File: src/rtl/rgb2gray_pkg.sv
// Shared constants and types for the RGB-to-gray stream converter.
// Weight triplets are 8-bit fractions; each set sums to 256.
package rgb2gray_pkg;

    localparam int FRAC_BITS   = 8;
    localparam int ROUND_CONST = 128;

    typedef enum logic [1:0] {
        MODE_BT601 = 2'b00,
        MODE_BT709 = 2'b01,
        MODE_AVG   = 2'b10,
        MODE_RSVD  = 2'b11
    } mode_e;

    typedef struct packed {
        logic [7:0] r;
        logic [7:0] g;
        logic [7:0] b;
    } weights_t;

    typedef struct packed {
        logic valid;
        logic sof;
        logic eof;
    } tag_t;

    localparam weights_t W_BT601 = '{r: 8'd77, g: 8'd150, b: 8'd29};
    localparam weights_t W_BT709 = '{r: 8'd54, g: 8'd183, b: 8'd19};
    localparam weights_t W_AVG   = '{r: 8'd85, g: 8'd85,  b: 8'd86};

    // The reserved encoding falls back to BT.601.
    function automatic weights_t weights_for(input mode_e m);
        weights_t w;
        case (m)
            MODE_BT709: w = W_BT709;
            MODE_AVG:   w = W_AVG;
            default:    w = W_BT601;
        endcase
        return w;
    endfunction

endpackage

File: src/rtl/gray_stats.sv
// Per-frame running min/max of the gray output stream.
// Results publish on the eof handshake with a one-cycle valid pulse.
module gray_stats
    import rgb2gray_pkg::*;
#(
    parameter int DATA_W = 8
) (
    input  logic              clk,
    input  logic              rst,
    input  logic              fire,
    input  logic [DATA_W-1:0] gray,
    input  logic              eof,
    output logic [DATA_W-1:0] gray_min_o,
    output logic [DATA_W-1:0] gray_max_o,
    output logic              stats_valid_o
);

    logic [DATA_W-1:0] run_min;
    logic [DATA_W-1:0] run_max;
    logic [DATA_W-1:0] next_min;
    logic [DATA_W-1:0] next_max;

    assign next_min = (gray < run_min) ? gray : run_min;
    assign next_max = (gray > run_max) ? gray : run_max;

    always_ff @(posedge clk or negedge rst) begin
        if (!rst) begin
            run_min       <= '1;
            run_max       <= '0;
            gray_min_o    <= '0;
            gray_max_o    <= '0;
            stats_valid_o <= 1'b0;
        end else begin
            stats_valid_o <= 1'b0;
            if (fire) begin
                if (eof) begin
                    gray_min_o    <= next_min;
                    gray_max_o    <= next_max;
                    stats_valid_o <= 1'b1;
                    run_min       <= '1;
                    run_max       <= '0;
                end else begin
                    run_min <= next_min;
                    run_max <= next_max;
                end
            end
        end
    end

endmodule

File: src/rtl/rgb2gray_stream.sv
// 3-stage RGB-to-luma stream with per-frame mode latch and sof/eof tags.
// Define GRAY_STATS_EN to add per-frame min/max statistics outputs.
module rgb2gray_stream
    import rgb2gray_pkg::*;
#(
    parameter int DATA_W       = 8,
    parameter int FRAME_PIXELS = 4096,
    parameter int CNT_W        = 12
) (
    input  logic              clk,
    input  logic              rst,
    input  logic [DATA_W-1:0] red_i,
    input  logic [DATA_W-1:0] green_i,
    input  logic [DATA_W-1:0] blue_i,
    input  logic              done_i,
    output logic              in_ready_o,
    input  logic [1:0]        mode_i,
    output logic [DATA_W-1:0] grayscale_o,
    output logic              done_o,
    input  logic              out_ready_i,
    output logic              sof_o,
    output logic              eof_o,
    output logic [CNT_W-1:0]  pix_cnt_o
`ifdef GRAY_STATS_EN
    ,
    output logic [DATA_W-1:0] gray_min_o,
    output logic [DATA_W-1:0] gray_max_o,
    output logic              stats_valid_o
`endif
);

    localparam int PW = DATA_W + 8;
    localparam int SW = DATA_W + 10;

    logic     adv;
    logic     accept;
    logic     first;
    logic     last;
    mode_e    mode_q;
    mode_e    mode_eff;
    weights_t w;

    assign adv        = !done_o | out_ready_i;
    assign in_ready_o = adv;
    assign accept     = done_i & adv;
    assign first      = (pix_cnt_o == '0);
    assign last       = (pix_cnt_o == CNT_W'(FRAME_PIXELS - 1));

    // The frame's first pixel uses mode_i directly; it is latched that edge.
    assign mode_eff = first ? mode_e'(mode_i) : mode_q;
    assign w        = weights_for(mode_eff);

    always_ff @(posedge clk or negedge rst) begin
        if (!rst) begin
            pix_cnt_o <= '0;
            mode_q    <= MODE_BT601;
        end else if (accept) begin
            pix_cnt_o <= last ? '0 : pix_cnt_o + CNT_W'(1);
            if (first) begin
                mode_q <= mode_e'(mode_i);
            end
        end
    end

    tag_t          t1;
    logic [PW-1:0] p_r;
    logic [PW-1:0] p_g;
    logic [PW-1:0] p_b;

    always_ff @(posedge clk or negedge rst) begin
        if (!rst) begin
            t1  <= '0;
            p_r <= '0;
            p_g <= '0;
            p_b <= '0;
        end else if (adv) begin
            t1.valid <= done_i;
            t1.sof   <= done_i & first;
            t1.eof   <= done_i & last;
            p_r      <= PW'(red_i) * PW'(w.r);
            p_g      <= PW'(green_i) * PW'(w.g);
            p_b      <= PW'(blue_i) * PW'(w.b);
        end
    end

    tag_t          t2;
    logic [SW-1:0] sum;

    always_ff @(posedge clk or negedge rst) begin
        if (!rst) begin
            t2  <= '0;
            sum <= '0;
        end else if (adv) begin
            t2  <= t1;
            sum <= SW'(p_r) + SW'(p_g) + SW'(p_b)
                 + SW'(ROUND_CONST);
        end
    end

    logic [SW-1:0]     shifted;
    logic [DATA_W-1:0] clamped;

    assign shifted = sum >> FRAC_BITS;

    always_comb begin
        clamped = shifted[DATA_W-1:0];
        if (|shifted[SW-1:DATA_W]) begin
            clamped = '1;
        end
    end

    // Data only reloads on a real pixel so bubbles never disturb it.
    always_ff @(posedge clk or negedge rst) begin
        if (!rst) begin
            done_o      <= 1'b0;
            sof_o       <= 1'b0;
            eof_o       <= 1'b0;
            grayscale_o <= '0;
        end else if (adv) begin
            done_o <= t2.valid;
            sof_o  <= t2.sof;
            eof_o  <= t2.eof;
            if (t2.valid) begin
                grayscale_o <= clamped;
            end
        end
    end

`ifdef GRAY_STATS_EN
    gray_stats #(
        .DATA_W (DATA_W)
    ) u_stats (
        .clk           (clk),
        .rst           (rst),
        .fire          (done_o & out_ready_i),
        .gray          (grayscale_o),
        .eof           (eof_o),
        .gray_min_o    (gray_min_o),
        .gray_max_o    (gray_max_o),
        .stats_valid_o (stats_valid_o)
    );
`endif

endmodule

File: config.mk
export PLATFORM = sky130hd
export DESIGN_NAME = rgb2gray_stream
export DESIGN_NICKNAME = d
export VERILOG_FILES = /design/src/rtl/rgb2gray_pkg.sv /design/src/rtl/gray_stats.sv /design/src/rtl/rgb2gray_stream.sv
export SDC_FILE = /design/constraint.sdc
export NUM_CORES = 1
export LEC_CHECK = 0
export ABC_CLOCK_PERIOD_IN_PS = 6600
export CORE_AREA = 2 2 151 167
export DETAILED_ROUTE_END_ITERATION = 16
export DIE_AREA = 0 0 153 169
export HOLD_SLACK_MARGIN = 0.02
export PLACE_DENSITY_LB_ADDON = 0.05
export SLEW_MARGIN = 0
export SYNTH_ARGS = -nofsm -noshare
export SYNTH_HDL_FRONTEND = slang
export SYNTH_SLANG_ARGS = --single-unit
File: constraint.sdc
create_clock -name clk -period 6.6 [get_ports clk]
set_input_delay 1.32 -clock clk [delete_from_list [all_inputs] [get_ports clk]]
set_output_delay 1.32 -clock clk [all_outputs]
set_load 0.01 [all_outputs]
---- After elaboration in Yosys (flattened, before gate mapping) ----
Cells that the tools add are included.
cells by class
  bitwise gates (word level) .............. 4
  div/mod/pow operators ................... 0
  $lt $le $gt $ge ......................... 0
  equal/unequal tests ..................... 3
  reduce and logical (&&, ||, !) cells .... 4
  multiply operators ...................... 3
  multiplexer cells ....................... 4
  add/sub/neg operators ................... 4
  shift-type cells ........................ 0
operators by type and width
  cell                   count
  $pmux 23 s2            1
  $mul 8x8->16           2
  $add 17x16->18         1
  $add 18x8->18 const B  1
  $add 16x16->17         1
  $mul 8x7->15           1
  $add 12x1->12 const B  1
  $eq 12x12->1 const B   1
  $logic_not 12->1       1
  $mux 12                1
  $mux 8                 1
  $and 1x1->1            3
  $eq 2x1->1 const B     1
  $eq 2x2->1 const B     1
  $mux 2                 1
  $reduce_and 2->1       1
  $reduce_or 2->1        1
  $logic_not 1->1        1
  $or 1x1->1             1
word-level totals
  bits of input ports ..................... 30
  ROM bits ................................ 0
  memory bits (writable) .................. 0
  register bits after elaboration ......... 97
  latch bits .............................. 0
  output and inout bits ................... 24
  word-level logic and storage cells ...... 38
  memories kept ........................... 0

---- Longest topological paths before layout ----
Gate-level depths: netlist of the first run.
  word-level depth ........................ 5
  gate-level depth with buffers ........... 25
  mapped depth without buffers ............ 24

---- Least setup slack after synthesis of the first run ----
OpenSTA, ideal clock, no wires.
  kind .................................... input-to-reg
  start point ............................. input mode_i[1]
  end point ............................... register p_r[13]
  stages .................................. 18
  data required time ...................... 6.467 ns
  buffers on the path ..................... 1
  library setup time ...................... 0.133 ns
  slack ................................... 0.723 ns
  arrival time ............................ 5.744 ns
  path through ............................ mux2_2 > inv_1 > ha_1 > clkbuf_1 > nor2_1 > fa_1 > fa_1 > fa_1 > inv_1 > fa_1 > inv_1 > ha_1 > or3_4 > a211oi_1 > o21ai_1 > a31oi_1 > xor2_1 > o21ai_0
on the way
  longest elaborated chain between the ends .. 4
  elaborated cells on any way between the ends .. 5
  those cells by class .................... mul (1); eq/ne (2); mux (2)
ends and longest elaborated chain
  what                                      line                   text
  start, declared                           rgb2gray_stream.sv:17  input logic [1:0] mode_i,
  $mux 2 (*)                                n/a
  $eq 2x2->1 or $eq 2x1->1 (tied branches)  rgb2gray_pkg.sv:34     case (m)
  $pmux 23 s2 (*)                           rgb2gray_pkg.sv:34
  $mul 8x7->15 (*)                          rgb2gray_stream.sv:80  p_r <= PW'(red_i) * PW'(w.r);
  end signal, assigned                      rgb2gray_stream.sv:80
  end, declared                             rgb2gray_stream.sv:66  logic [PW-1:0] p_r;
Every way passes the cells marked *; elsewhere a longest branch is shown, timed or not.
A chain may end at the register's enable or synchronous reset.

---- Worst setup path in the final report of the first run ----
  start point ............................. input mode_i[1]
  end point ............................... register p_r[13]
on the way
  longest elaborated chain between the ends .. 4
  elaborated cells on any way between the ends .. 5
  those cells by class .................... mul (1); eq/ne (2); mux (2)
ends and longest elaborated chain
  what                                      line                   text
  $mux 2 (*)                                n/a
  named net mode_eff[1]                     rgb2gray_stream.sv:40  mode_e mode_eff;
  $eq 2x2->1 or $eq 2x1->1 (tied branches)  rgb2gray_pkg.sv:34
  $pmux 23 s2 (*)                           rgb2gray_pkg.sv:34
  $mul 8x7->15 (*)                          rgb2gray_stream.sv:80
Mark *: on every way through the listed nets, which the timed path passes. The rest lies on a longest branch.

==> results.sh, run 1 <==
export IMPL_use_met2_pct=29.1
export IMPL_cp_start_kind="input port"
export IMPL_wirelength_um=21000
export IMPL_ys_seq_area_share_pct=23.1
export IMPL_clkLatencyLatePin_ns=0.34
export IMPL_ys_flop_type="dfrtp_1"
export IMPL_drv_slew=0
export IMPL_finalSetupViolCount=0
export IMPL_cp_top_family="adder cells"
export IMPL_hold_buffers=0
export IMPL_dp_hpwl_um=17400
export IMPL_io_pin_count=54
export IMPL_start_util_pct=39.3
export IMPL_gr_total_overflow=0
export IMPL_period_minus_slack_ns=6.17
export IMPL_cts_sinks=88
export IMPL_synth_commonest_cells="inv_1, ha_1, fa_1, nand2_1, dfrtp_1"
export IMPL_slew_headroom_pct=52.1
export IMPL_clockBufferDepth=2
export IMPL_grt_pass1_wl_um=36100
export IMPL_crit_type="input port to flip-flop"
export IMPL_finalHoldViolCount=0
export IMPL_antenna_found_initial=0
export IMPL_synth_top_area_share_pct=23.1
export IMPL_drive_above_1_share_pct=6.22
export IMPL_yosysWarnings=0
export IMPL_path_buf_inv=4
export IMPL_synth_area_leaders="dfrtp_1, fa_1, ha_1"
export IMPL_grt_util_met1_pct=24.4
export IMPL_vias=6763
export IMPL_grt_pass1_vias=7060
export IMPL_first_pass_iters=4
export IMPL_cts_made_buffers=9
export IMPL_synth_edf_count=0
export IMPL_skew_ns=0.0101
export IMPL_ys_types=57
export IMPL_gr_usage_all_layers_pct=17.3
export IMPL_dieArea_um2=25900
export IMPL_wire_per_inst_um=15.0
export IMPL_post_cts_resized=0
export IMPL_holdPathStages=2
export IMPL_worst_ep_arrival_time_ns=6.36
export IMPL_drt_iter0_drc=222
export IMPL_syn2layout_area_growth_pct=13.9
export IMPL_met3_usage_pct=0.998
export IMPL_syn_area_um2=9520
export IMPL_holdPathEnd="eof_o"
export IMPL_die_h_um=169
export IMPL_ant_nets=0
export IMPL_rsz0062_at_grt="no"
export IMPL_status="completed"
export IMPL_reg2reg_slack_ns=0.73
export IMPL_fmax_mhz=162
export IMPL_final_net_count=1359
export IMPL_hold_path_class="flip-flop to flip-flop"
export IMPL_timing_final_crit_share_pct=93.5
export IMPL_post_cts_setup_buffer_count=0
export IMPL_busiest_layer="met2"
export IMPL_synth_fp_nets=1293
export IMPL_final_area_um2=10800
export IMPL_async_flop_share_pct=100
export IMPL_crit_path_max_fanout=5
export IMPL_r2r_start="pix_cnt_o[0]"
export IMPL_worstHoldStart="eof_o"
export IMPL_core_area_um2=24200
export IMPL_synth_seq_cells=88
export IMPL_finalSetupTns_ns=0
export IMPL_place_congestion=0.795
export IMPL_n_antenna_cell=0
export IMPL_ctsRootBufferMaster="clkbuf_16"
export IMPL_cpMostUsedCell="fa_1"
export IMPL_worstMarginPinSlew_ns=0.719
export IMPL_drv_cap=0
export IMPL_die_w_um=153
export IMPL_slowest_stage="fa_1"
export IMPL_vias_per_cell=4.82
export IMPL_r2r_end="p_r[13]"
export IMPL_crit_chain="clkdlybuf4s50_1 > mux2_2 > inv_1 > ha_1 > nor2_1 > fa_1 > fa_1 > fa_1 > inv_1 > fa_1 > inv_1 > ha_1 > or3_4 > a211oi_1 > o21ai_1 > a31oi_1 > xor2_1 > o21ai_0"
export IMPL_cts_tree="built"
export IMPL_htree_levels=3
export IMPL_placed_area_um2=10600
export IMPL_synth_most_common_cell="inv_1"
export IMPL_worstPathRequired_ns=6.79
export IMPL_endpoint_kind="flip-flop"
export IMPL_rr_worst_depth=21
export IMPL_fp_row_count=60
export IMPL_grt_max_degree=70
export IMPL_drc=0
export IMPL_syn_avg_cell_area_um2=9.31
export IMPL_max_stage_delay_ns=0.54
export IMPL_io_buffers=53
export IMPL_netlist_instances=1023
export IMPL_yosysTopAreaCell="dfrtp_1"
export IMPL_path_clk_slew_ns=0.06
-- kinds of logic (layout without fill, tap and decap cells) --
group                    after synthesis  count (layout)  share of synthesized area, %
multiplexers                           8               8                         0.920
XOR/XNOR                              43              43                          3.96
AND/OR/NAND/NOR                      308             308                          15.8
adder cells (fa/ha/maj)              240             240                          39.0
buffers and inverters                192             263                          7.61
flip-flops                            88              88                          23.1
AO/OA/AOI/OAI                        144             144                          9.58
-- flip-flops by register name (all words and copies together), names as in the netlist --
signal       flops
sum             10
pix_cnt_o       12
p_r             15
t2               3
mode_q           2
p_b             16
sof_o            1
t1               3
p_g             16
done_o           1
eof_o            1
grayscale_o      8
-- how the worst max path moves through the flow --
stage              start  endpoint  cells past startpoint  slack (ns)
2_1_floorplan  mode_i[1]   p_r[13]                     18        0.72
3_3_place_gp   mode_i[1]   p_g[13]                     20         0.1
3_5_place_dp   mode_i[1]   p_r[13]                     18        0.01
4_1_cts        mode_i[1]   p_r[13]                     18        0.37
5_1_grt        mode_i[0]   p_r[13]                     18        0.13
6_report       mode_i[1]   p_r[13]                     18        0.43
-- per-stage QoR --
step	util [%]	setup WS, ns	cells	hold slack [ns]
floorplan	-	0.723	1023	0.439
global placement	43.6	0.0999	1388	0.450
detailed placement	43.6	0.0104	1388	0.457
CTS	44.7	0.374	1404	0.473
global route	44.7	0.129	1404	0.494
finish	44.7	0.431	1404	0.466
-- worst min-delay path, cell delays in order (launching register included) --
cell and delay, ns:
dfrtp_1 0.34, nand2_1 0.05, nand2_1 0.04
-- cell usage in the layout (no fill, tap or decap), types with 5 or more instances in the layout --
cell type and n:
nand4_1 6, nor3_1 5, a21o_1 11, a21oi_1 51, buf_4 27, a31oi_1 7
nor2_1 87, a211oi_1 5, ha_1 145, and2_1 37, dfrtp_1 88, nor2b_1 34
o21a_1 5, xor2_1 22, nand2_1 95, nand2b_1 15, mux2_2 6, o31ai_1 6
clkbuf_16 9, o21ai_0 33, fa_1 95, inv_1 165, clkdlybuf4s50_1 52, xnor2_1 21
nand3_1 8
-- area by class of cell --
type,instances,area (um2)
inverters,166,623
well taps,310,388
fillers,2413,13400
clock buffers,11,233
clock inverters,5,33.8
repair buffers,81,763
multi-input cells,743,6600
flip-flops and latches,88,2200
-- metal layers --
metal / up-vias / routed length (um)
li1: 3419 / -
met1: 3257 / 10600
met2: 72 / 9890
met3: 15 / 272
met4: 0 / 275
met5: - / 0
Power of run 1 is not shown: default switching activity piles up to over one toggle a cycle in this logic, so the estimate is an artifact.
==> run 2: changes to the inputs <==
--- a/config.mk
+++ b/config.mk
@@ -10,7 +10,7 @@
 export DETAILED_ROUTE_END_ITERATION = 16
 export DIE_AREA = 0 0 153 169
 export HOLD_SLACK_MARGIN = 0.02
-export PLACE_DENSITY_LB_ADDON = 0.05
+export PLACE_DENSITY = 0.61
 export SLEW_MARGIN = 0
 export SYNTH_ARGS = -nofsm -noshare
 export SYNTH_HDL_FRONTEND = slang
==> results.sh, run 2 (synthesized netlist as in run 1, its figures left out) <==
export IMPL_largestRegisters="p_b (16), p_g (16), p_r (15)"
export IMPL_cts_made_buffers=9
export IMPL_first_pass_iters=5
export IMPL_drc=0
export IMPL_placed_area_um2=10500
export IMPL_place_congestion=0.810
export IMPL_grt_max_degree=70
export IMPL_nFillCells=2341
export IMPL_timing_final_crit_share_pct=92.5
export IMPL_reg2reg_slack_ns=0.80
export IMPL_drv_slew=0
export IMPL_fin_hold_ws_ns=0.465
export IMPL_vias=6767
export IMPL_cp_start_kind="input port"
export IMPL_rsz0062_at_grt="no"
export IMPL_fmax_mhz=164
export IMPL_hold_path_class="flip-flop to flip-flop"
export IMPL_die_w_um=153
export IMPL_cts_tree="built"
export IMPL_die_h_um=169
export IMPL_vias_per_cell=4.84
export IMPL_gr_total_overflow=0
export IMPL_clockBufferDepth=2
export IMPL_n_antenna_cell=0
export IMPL_post_cts_setup_buffer_count=0
export IMPL_worstMarginPinSlew_ns=0.719
export IMPL_wirelength_um=19400
export IMPL_skew_ns=0.00631
export IMPL_dp_hpwl_um=15900
export IMPL_fp_row_count=60
export IMPL_period_minus_slack_ns=6.10
export IMPL_final_net_count=1353
export IMPL_grt_pass1_vias=6884
export IMPL_antenna_found_initial=0
export IMPL_most_common_layout_cells="inv_1, ha_1, nand2_1, fa_1, dfrtp_1"
export IMPL_mostFrequentLayoutCell="inv_1"
export IMPL_syn2layout_area_growth_pct=14.1
export IMPL_post_cts_resized=0
export IMPL_finalSetupTns_ns=0
export IMPL_grt_pass1_wl_um=33200
export IMPL_dieArea_um2=25900
export IMPL_endpoint_kind="flip-flop"
export IMPL_drive_above_1_share_pct=5.88
export IMPL_status="completed"
export IMPL_io_buffers=53
export IMPL_gr_usage_all_layers_pct=15.6
export IMPL_ctsRootBufferMaster="clkbuf_16"
export IMPL_crit_path_max_fanout=33
export IMPL_finalHoldViolCount=0
export IMPL_final_area_um2=10900
export IMPL_cts_sinks=88
export IMPL_start_util_pct=39.3
export IMPL_path_clk_slew_ns=0.06
export IMPL_core_area_um2=24200
export IMPL_finalSetupViolCount=0
export IMPL_io_pin_count=54
export IMPL_htree_levels=3
export IMPL_clkLatencyLatePin_ns=0.34
export IMPL_worst_ep_arrival_time_ns=6.29
export IMPL_crit_type="input port to flip-flop"
export IMPL_slew_headroom_pct=52.1
export IMPL_hold_buffers=0
export IMPL_worstPathRequired_ns=6.79
export IMPL_drv_cap=0
export IMPL_wire_per_inst_um=13.8
export IMPL_ant_nets=0
export IMPL_drt_iter0_drc=283
==> run 2: routing by layer <==
| metal | track usage, % | part of all wire [%] | routed length, um |
|---|---|---|---|
| met1 | 21.8 | 49 | 9460 |
| met3 | 1.61 | 2.8 | 537 |
| met2 | 26.5 | 47 | 9190 |
| met5 | 0 | 0 | 0 |
| met4 | 3.06 | 0.86 | 166 |
==> run 2: path summary, 6_finish.rpt <==
kind,startpoint,endpoint,depth (start not counted)
max in group asynchronous,rst,p_b[11],2
min in group asynchronous,rst,grayscale_o[6],1
setup / recovery,mode_i[1],p_r[13],18
setup reg to reg,pix_cnt_o[0],p_g[13],23
hold / removal,t2[0],t2[0],2
hold reg to reg,t2[0],t2[0],2
==> run 2: critical path: stages <==
cell             delay [ns]
clkdlybuf4s50_1        0.43
mux2_2                 0.32
ha_1                   0.32
buf_12                 0.17
nor2_1                 0.15
fa_1                   0.46
fa_1                   0.52
fa_1                   0.54
inv_1                  0.05
fa_1                   0.50
inv_1                  0.04
ha_1                   0.20
or3_4                  0.41
a211oi_1               0.29
o21ai_1                0.11
a31oi_1                0.20
xor2_1                 0.15
o21ai_0                0.08
==> run 2: layout make-up <==
cell class	count	area [um2]	area share, %
inverter	166	623	5.74
tap	310	388	3.57
clock inverter	5	78.8	0.726
sequential	88	2200	20.3
multi-input combinational	743	6600	60.8
timing repair buffer	75	718	6.61
clock buffer	11	253	2.33
==> run 2: through the flow <==
step | util (%) | std cells | worst slack, ns
2_1_floorplan | - | 1023 | 0.723
3_3_place_gp | 43.4 | 1382 | 0.264
3_5_place_dp | 43.4 | 1382 | 0.118
4_1_cts | 44.8 | 1398 | 0.491
5_1_grt | 44.8 | 1398 | 0.220
6_report | 44.8 | 1398 | 0.498
Power of run 2 is left out for the same reason.
==> run 3: changes to the inputs <==
--- a/config.mk
+++ b/config.mk
@@ -9,8 +9,9 @@
 export CORE_AREA = 2 2 151 167
 export DETAILED_ROUTE_END_ITERATION = 16
 export DIE_AREA = 0 0 153 169
+export DONT_BUFFER_PORTS = 1
 export HOLD_SLACK_MARGIN = 0.02
-export PLACE_DENSITY = 0.61
+export PLACE_DENSITY = 0.58
 export SLEW_MARGIN = 0
 export SYNTH_ARGS = -nofsm -noshare
 export SYNTH_HDL_FRONTEND = slang
==> results.sh, run 3 (synthesized netlist as in run 1, its figures left out) <==
export IMPL_status="completed"
export IMPL_skew_ns=0.00977
export IMPL_worst_ep_arrival_time_ns=6.34
export IMPL_grt_util_met1_pct=21.4
export IMPL_holdPathStages=2
export IMPL_post_cts_setup_buffer_count=0
export IMPL_largestRegisters="p_b (16), p_g (16), p_r (15)"
export IMPL_dieArea_um2=25900
export IMPL_hold_buffers=0
export IMPL_antenna_found_initial=0
export IMPL_fmax_mhz=163
export IMPL_crit_path_max_fanout=18
export IMPL_reg2reg_slack_ns=0.47
export IMPL_cts_sinks=88
export IMPL_start_util_pct=39.3
export IMPL_die_w_um=153
export IMPL_crit_type="flip-flop to flip-flop"
export IMPL_finalHoldViolCount=0
export IMPL_drive_above_1_share_pct=4.99
export IMPL_timing_final_crit_share_pct=92.9
export IMPL_vias=6508
export IMPL_place_congestion=0.817
export IMPL_worstMarginPinSlew_ns=0.721
export IMPL_gr_usage_all_layers_pct=15.7
export IMPL_vias_per_cell=4.89
export IMPL_mostFrequentLayoutCell="inv_1"
export IMPL_drc=0
export IMPL_busiest_layer="met2"
export IMPL_most_common_layout_cells="inv_1, ha_1, nand2_1, fa_1, dfrtp_1"
export IMPL_wire_per_inst_um=14.3
export IMPL_cts_made_buffers=9
export IMPL_clkLatencyLatePin_ns=0.35
export IMPL_slowest_stage="ha_1"
export IMPL_gr_total_overflow=0
export IMPL_drv_slew=0
export IMPL_path_clk_slew_ns=0.07
export IMPL_n_antenna_cell=0
export IMPL_holdPathEnd="t2[0]"
export IMPL_r2r_start="pix_cnt_o[0]"
export IMPL_final_net_count=1287
export IMPL_slew_headroom_pct=52.0
export IMPL_drt_iter0_drc=262
export IMPL_cts_tree="built"
export IMPL_io_pin_count=54
export IMPL_htree_levels=3
export IMPL_io_buffers=0
export IMPL_wirelength_um=19100
export IMPL_ant_nets=0
export IMPL_finalSetupViolCount=0
export IMPL_finalSetupTns_ns=0
export IMPL_ctsRootBufferMaster="clkbuf_16"
export IMPL_syn2layout_area_growth_pct=7.07
export IMPL_rsz0062_at_grt="no"
export IMPL_drv_cap=0
export IMPL_first_pass_iters=4
export IMPL_r2r_end="p_r[13]"
export IMPL_crit_chain="inv_1 > ha_1 > nor3b_1 > nand3_1 > mux2_2 > ha_1 > nor2_1 > fa_1 > fa_1 > fa_1 > inv_1 > fa_1 > inv_1 > ha_1 > or3_4 > a211oi_1 > o21ai_1 > a31oi_1 > xor2_1 > o21ai_0"
export IMPL_worstPathRequired_ns=6.81
export IMPL_endpoint_kind="flip-flop"
export IMPL_hold_path_class="flip-flop to flip-flop"
export IMPL_cpMostUsedCell="fa_1"
export IMPL_rr_worst_depth=20
export IMPL_worstHoldStart="t2[0]"
export IMPL_grt_pass1_vias=6722
export IMPL_grt_pass1_wl_um=33100
export IMPL_clockBufferDepth=2
export IMPL_dp_hpwl_um=15700
export IMPL_use_met2_pct=26.7
export IMPL_max_stage_delay_ns=0.70
export IMPL_grt_max_degree=89
export IMPL_fp_row_count=60
export IMPL_die_h_um=169
export IMPL_cp_start_kind="flip-flop"
export IMPL_met3_usage_pct=2.71
export IMPL_core_area_um2=24200
export IMPL_period_minus_slack_ns=6.13
==> run 3: routing by layer <==
metal | part of all wire (%) | vias up
met1 | 48 | 3159
met5 | 0 | -
met3 | 3.2 | 10
met4 | 0.66 | 0
li1 | - | 3268
met2 | 48 | 71
==> run 3: worst max path at each step <==
stage	startpoint	to	slack (ns)	cells after the start
after global routing	pix_cnt_o[0]	p_r[13]	0.03	20
after detailed placement	mode_i[1]	p_r[13]	0.25	18
after CTS	pix_cnt_o[0]	p_r[13]	0.40	22
after floorplan	mode_i[1]	p_r[13]	0.72	18
final	pix_cnt_o[0]	p_r[13]	0.47	20
after global placement	mode_i[1]	p_r[13]	0.37	18
==> run 3: area by class of cell <==
cell class                 instances  area, um2
tap                              310        388
inverter                         166        623
timing repair buffer               9       67.6
multi-input combinational        743       6610
sequential                        88       2200
fill                            2392      14100
clock inverter                     5       62.6
clock buffer                      11        243
==> run 3: stage by stage <==
step / utilization, % / cell area, um2 / setup slack, ns / hold WS, ns / std cells
finish: 42.0 / 10200 / 0.471 / 0.468 / 1332
global route: 42.0 / 10200 / 0.0310 / 0.485 / 1332
CTS: 42.0 / 10200 / 0.395 / 0.472 / 1332
detailed placement: 40.8 / 9880 / 0.250 / 0.457 / 1316
global placement: 40.8 / 9880 / 0.372 / 0.452 / 1316
floorplan: - / 9520 / 0.723 / 0.439 / 1023
==> run 3: worst max-delay path, delay by kind of cell (launching register included) <==
| kind | cells | cell delay (ns) |
|---|---|---|
| adders and majority gates | 7 | 3.14 |
| and+or+nand+nor | 4 | 0.87 |
| AOI/OAI and AO/OA | 4 | 0.72 |
| DFF | 1 | 0.50 |
| muxes | 1 | 0.41 |
| buffers and inverters | 3 | 0.18 |
| xor gates and xnor gates | 1 | 0.15 |
==> run 3: repair_timing <==
item	in CTS	in global routing
setup endpoints to repair	0	1
resized for setup	0	2
hold endpoints to repair	0	0
Power of run 3 is left out for the same reason.
==> RTL edit 1: new RTL, settings of run 2 <==
Change the parameter `FRAME_PIXELS` from 4096 to 3072.
--- a/src/rtl/rgb2gray_stream.sv
+++ b/src/rtl/rgb2gray_stream.sv
@@ -4,7 +4,7 @@
     import rgb2gray_pkg::*;
 #(
     parameter int DATA_W       = 8,
-    parameter int FRAME_PIXELS = 4096,
+    parameter int FRAME_PIXELS = 3072,
     parameter int CNT_W        = 12
 ) (
     input  logic              clk,
Function: not settled (the Yosys comparison gave no result); the edit may change what the design does.
==> RTL edit 1 against run 2 <==
- wire length grew 2.9%
- sequential cell count is the same
- largest cell class unchanged
- synthesized cell count up 3.3%
- clock skew increased by 0.0035 ns
- highest routed layer unchanged
- worst setup slack lost 0.069 ns
- synthesized area grew 2.6%
- design area up 1.3%
Power is left out: the tool's default activity adds up to more than one toggle a clock period on the data nets, which glitch-free logic cannot reach.
==> RTL edit 1: results (changes against run 2) <==
.. list-table::
   :header-rows: 1

   * - Metric
     - Value
   * - Setup clock skew after layout
     - 0.00983 ns (+0.00352 ns)
   * - Count of different cell masters after synthesis
     - 63 (+11%)
   * - Global-route met3 utilization
     - 3.28% (+1.7 points)
   * - Clock transition time at the flip-flop clock pins of the worst setup and hold paths
     - 0.07 ns
   * - Total routing usage reported by global routing
     - 16.4% (+0.81 points)
   * - Layout overhead on the synthesized area
     - 12.7%
   * - Relative max-transition margin
     - 49.2% (-2.9 points)
   * - Via count of the first global-routing pass
     - 7,143 (+3.8%)
   * - Via-per-instance ratio
     - 4.88 (+0.86%)
   * - Maximum number of pins on one net before global-route repair
     - 80 (+14%)
   * - Layout filler cell count
     - 2,370 (+1.2%)
   * - Initial antenna violation count
     - 0 (unchanged)
   * - WHS
     - 0.474 ns (+0.00906 ns)
   * - Average cell area after synthesis
     - 9.24 um^2 (-0.70%)
   * - Routing usage on met1
     - 21.5% (-0.28 points)
   * - Met2 Use GR
     - 28.9% (+2.4 points)
   * - Reg2Reg Capture Point
     - p_r[11]
   * - DP HPWL
     - 16,400 um (+3.6%)
   * - Area of the multi-input gates
     - 6820 um^2 (+3.3%)
   * - Largest driver fanout on the critical path
     - 14 (-58%)
   * - Most area-consuming cells after synthesis
     - sky130_fd_sc_hd__dfrtp_1, sky130_fd_sc_hd__fa_1, sky130_fd_sc_hd__ha_1, sky130_fd_sc_hd__inv_1, sky130_fd_sc_hd__nand2_1
   * - Flip-flop and latch share of the layout cell area
     - 20.0% (-0.26 points)
   * - Reg2reg setup slack
     - 0.63 ns (-0.17 ns)
   * - Wire length on met2
     - 9830 um (+6.9%)
   * - Seq/Total Area, Yosys
     - 22.5% (-0.59 points)
   * - Number of register bits inferred by synthesis
     - 88 (unchanged)
   * - Routability Congestion
     - 0.813 (+0.40%)
   * - Multi-input combinational cell count
     - 776 (+4.4%)
   * - Placement-stage worst setup slack
     - 0.0432 ns (-0.0752 ns)
   * - Tap cell instance count
     - 310 (unchanged)
   * - Clock distribution area overhead in the final layout
     - 2.92% (-0.13 points)
   * - Count of TritonRoute iterations in the first routing pass
     - 4 (-1)
   * - Post-route met1 wirelength
     - 9350 um (-1.2%)
   * - Arrival time at the worst endpoint
     - 6.37 ns (+0.08 ns)
   * - Non-clock buffer total of the final layout
     - 68 (-9.3%)
   * - Dominant register cell in the synthesized netlist
     - sky130_fd_sc_hd__dfrtp_1
   * - Final-layout non-clock buffer area share
     - 5.93% (-0.68 points)
   * - Via total after detailed routing
     - 6,952 (+2.7%)
   * - Hold Crit Endpoint
     - t2[0]
   * - Number of DRC markers after the initial detailed-route iteration
     - 227 (-20%)
   * - Most common library cells after synthesis
     - sky130_fd_sc_hd__inv_1, sky130_fd_sc_hd__ha_1, sky130_fd_sc_hd__nand2_1
   * - Met3 wirelength from detailed routing
     - 621 um (+16%)
   * - Total nets after synthesis
     - 1,327 (+2.6%)
   * - Dpl cells
     - 1,408 (+1.9%)
   * - WL/cell
     - 14.0 um (+1.0%)
   * - Status
     - completed
RTL edit 1: changes by cell type after synthesis, sizes merged, moves of 5 or more:
cell   before  now
a21o       11   17
nor3        5   12
nand2      95  111
o21ai      38   33
a31oi       7    2
nand3       8   14
o21a        5   13
nor2       87   75
RTL edit 1: cell families (layout without fill, tap and decap cells):
kind of cell,count (synthesis),count (layout),synth area share [%]
buf+inv,193,250,7.72
flops,88,88,22.5
simple gates,330,330,16.5
compound gates,159,159,10.9
mux,6,6,0.666
fa+ha+maj,240,240,38.0
xor+xnor,41,41,3.68
RTL edit 1: worst max-delay path by stage:
stage	startpoint	to	slack [ns]	cells after the start
after floorplan	mode_i[1]	p_g[12]	0.76	19
after global placement	mode_i[1]	p_r[11]	0.09	18
after detailed placement	mode_i[1]	p_r[11]	0.04	18
after CTS	mode_i[1]	p_r[11]	0.41	18
after global routing	mode_i[0]	p_g[13]	0.06	19
final	mode_i[1]	p_r[11]	0.43	18
==> RTL edit 2: new RTL, config.mk and constraints of run 2 <==
Made on the original files. Register the output `pix_cnt_o` once more; this adds one clock of latency there. The other outputs are not delayed to match.
--- a/src/rtl/rgb2gray_stream.sv
+++ b/src/rtl/rgb2gray_stream.sv
@@ -32,6 +32,8 @@
     localparam int PW = DATA_W + 8;
     localparam int SW = DATA_W + 10;
 
+    logic [CNT_W-1:0] pix_cnt_s0;
+
     logic     adv;
     logic     accept;
     logic     first;
@@ -43,8 +45,8 @@
     assign adv        = !done_o | out_ready_i;
     assign in_ready_o = adv;
     assign accept     = done_i & adv;
-    assign first      = (pix_cnt_o == '0);
-    assign last       = (pix_cnt_o == CNT_W'(FRAME_PIXELS - 1));
+    assign first      = (pix_cnt_s0 == '0);
+    assign last       = (pix_cnt_s0 == CNT_W'(FRAME_PIXELS - 1));
 
     // The frame's first pixel uses mode_i directly; it is latched that edge.
     assign mode_eff = first ? mode_e'(mode_i) : mode_q;
@@ -52,10 +54,10 @@
 
     always_ff @(posedge clk or negedge rst) begin
         if (!rst) begin
-            pix_cnt_o <= '0;
+            pix_cnt_s0 <= '0;
             mode_q    <= MODE_BT601;
         end else if (accept) begin
-            pix_cnt_o <= last ? '0 : pix_cnt_o + CNT_W'(1);
+            pix_cnt_s0 <= last ? '0 : pix_cnt_s0 + CNT_W'(1);
             if (first) begin
                 mode_q <= mode_e'(mode_i);
             end
@@ -141,5 +143,13 @@
     );
 `endif
 
+    always_ff @(posedge clk or negedge rst) begin
+        if (!rst) begin
+            pix_cnt_o <= '0;
+        end else begin
+            pix_cnt_o <= pix_cnt_s0;
+        end
+    end
+
 endmodule
 
Behaviour: not the same (a bounded check fails within 4 cycles, from zero or initial values and one cycle with rst low).
==> RTL edit 2 against run 2 <==
- critical path depth is the same
- synthesized area rose by 2.8%
- worst setup slack worse by 0.092 ns
- utilization increased by 1.3 points
- design area rose by 3.0%
- sequential cell count rose by 12
- cell count increased by 1.6%
- largest cell class unchanged
- wire length up 1.7%
- sequential share of layout area increased by 2.1 points
Power is not shown: default switching activity piles up to over one toggle a cycle in this logic, so the estimate is an artifact.
==> RTL edit 2: results (changes against run 2) <==
.. list-table::
   :header-rows: 1

   * - Metric
     - Value
   * - Status
     - completed
   * - Arrival time at the worst endpoint
     - 6.39 ns (+0.10 ns)
   * - Launching point of the worst reg2reg path
     - pix_cnt_s0[0]
   * - Relative max-transition margin
     - 41.1% (-11 points)
   * - Post-route met1 wirelength
     - 9720 um (+2.7%)
   * - H-tree Lvls
     - 3 (unchanged)
   * - Uppermost metal layer occupied by signal nets
     - met4
   * - Dpl cells
     - 1,406 (+1.7%)
   * - Number of setup buffers added after CTS
     - 0 (unchanged)
   * - Share of layout cells above drive strength 1
     - 6.48% (+0.60 points)
   * - Count of input and output buffers
     - 53 (unchanged)
   * - Most area-consuming cells after synthesis
     - sky130_fd_sc_hd__dfrtp_1, sky130_fd_sc_hd__fa_1, sky130_fd_sc_hd__ha_1, sky130_fd_sc_hd__inv_1, sky130_fd_sc_hd__nand2_1
   * - Most common library cells after synthesis
     - sky130_fd_sc_hd__inv_1, sky130_fd_sc_hd__ha_1, sky130_fd_sc_hd__dfrtp_1
   * - Average cell area after synthesis
     - 9.49 um^2 (+2.0%)
   * - Wire length on met2
     - 9480 um (+3.1%)
   * - Async set-or-reset flop fraction in the synthesized netlist
     - 100% (unchanged)
   * - Total routing usage reported by global routing
     - 16.2% (+0.60 points)
   * - Count of different cell masters after synthesis
     - 56 (-1.8%)
   * - First-pass GRT wire length
     - 34,200 um (+2.8%)
   * - Total nets after synthesis
     - 1,301 (+0.62%)
   * - Start point of the worst hold path
     - pix_cnt_s0[11]
   * - Total area of sequential cells
     - 2500 um^2 (+14%)
   * - Setup clock skew after layout
     - 0.0119 ns (+0.00560 ns)
   * - Seq/Total Area, Yosys
     - 25.6% (+2.4 points)
   * - Critical Path Max Stage Delay
     - 0.54 ns (about the same)
   * - Maximum number of pins on one net before global-route repair
     - 77 (+10%)
   * - Layout filler cell count
     - 2,350 (+0.38%)
   * - Placement-stage worst setup slack
     - 0.0450 ns (-0.0734 ns)
   * - Number of DRC markers after the initial detailed-route iteration
     - 276 (-2.5%)
   * - CP max stage cell
     - sky130_fd_sc_hd__fa_1
   * - DP HPWL
     - 16,300 um (+3.0%)
   * - Via count of the first global-routing pass
     - 7,046 (+2.4%)
   * - Routability Congestion
     - 0.814 (+0.48%)
   * - Placed Instance Area
     - 10,900 um^2 (+3.6%)
   * - Met3 wirelength from detailed routing
     - 391 um (-27%)
   * - Total Routed Length
     - 19,700 um (+1.7%)
   * - Count of TritonRoute iterations in the first routing pass
     - 4 (-1)
   * - Number of non-filler instances in the completed layout
     - 1,421 (+1.6%)
   * - Via total after detailed routing
     - 6,869 (+1.5%)
   * - Largest driver fanout on the critical path
     - 16 (-52%)
-- RTL edit 2: cell types whose count changed in the layout (fill, tap and decap cells not counted), sizes merged, moves of 4 or more --
cell and delta:
o21ai -10, a21oi +9, a211oi -4, dfrtp +12, a311oi +4, buf +17, xnor2 +6
-- RTL edit 2: cells by family (layout without fill, tap and decap cells) --
group                    after synthesis  in the layout  share of synthesized area (%)
flip-flops                           100            100                           25.6
XOR/XNOR                              46             46                           4.12
multiplexers                           7              7                          0.767
adder cells (fa/ha/maj)              240            240                           38.0
buffers and inverters                190            270                           7.34
AND/OR/NAND/NOR                      309            309                           15.2
AO/OA/AOI/OAI                        139            139                           9.05
-- RTL edit 2: layout make-up --
| cell class | count | area share, % |
|---|---|---|
| sequential | 100 | 22.4 |
| inverter | 163 | 5.47 |
| clock buffer | 9 | 2.01 |
| timing repair buffer | 92 | 7.45 |
| clock inverter | 6 | 0.481 |
| tap | 310 | 3.47 |
| multi-input combinational | 741 | 58.8 |
-- RTL edit 2: critical path: cells and delay by family --
family	cells	cell delay, ns
adder cells (fa/ha/maj)	6	2.80
AND/OR/NAND/NOR	3	0.41
multiplexers	1	0.33
AO/OA/AOI/OAI	3	0.53
buffers and inverters	4	0.81
XOR/XNOR	1	0.17
-- RTL edit 2: metal layers --
metal | up-vias | global-route usage [%]
met5 | - | 0
met4 | 0 | 2.78
met3 | 8 | 2.28
met2 | 71 | 27.6
met1 | 3326 | 22.4
li1 | 3464 | -
-- RTL edit 2: path summary, 6_finish.rpt --
check | end | slack, ns | depth (start not counted)
setup / recovery | p_r[14] | 0.41 | 18
hold / removal | pix_cnt_o[11] | 0.45 | 0
setup reg to reg | p_r[14] | 0.73 | 21
hold reg to reg | pix_cnt_o[11] | 0.45 | 0
max in group asynchronous | sum[16] | 4.50 | 2
min in group asynchronous | grayscale_o[0] | 0.89 | 1
-- RTL edit 2: through the flow --
step | hold slack (ns) | util (%)
after floorplan | 0.408 | -
after global placement | 0.433 | 45.0
after detailed placement | 0.430 | 45.0
after CTS | 0.452 | 46.1
after global routing | 0.476 | 46.1
final | 0.450 | 46.1
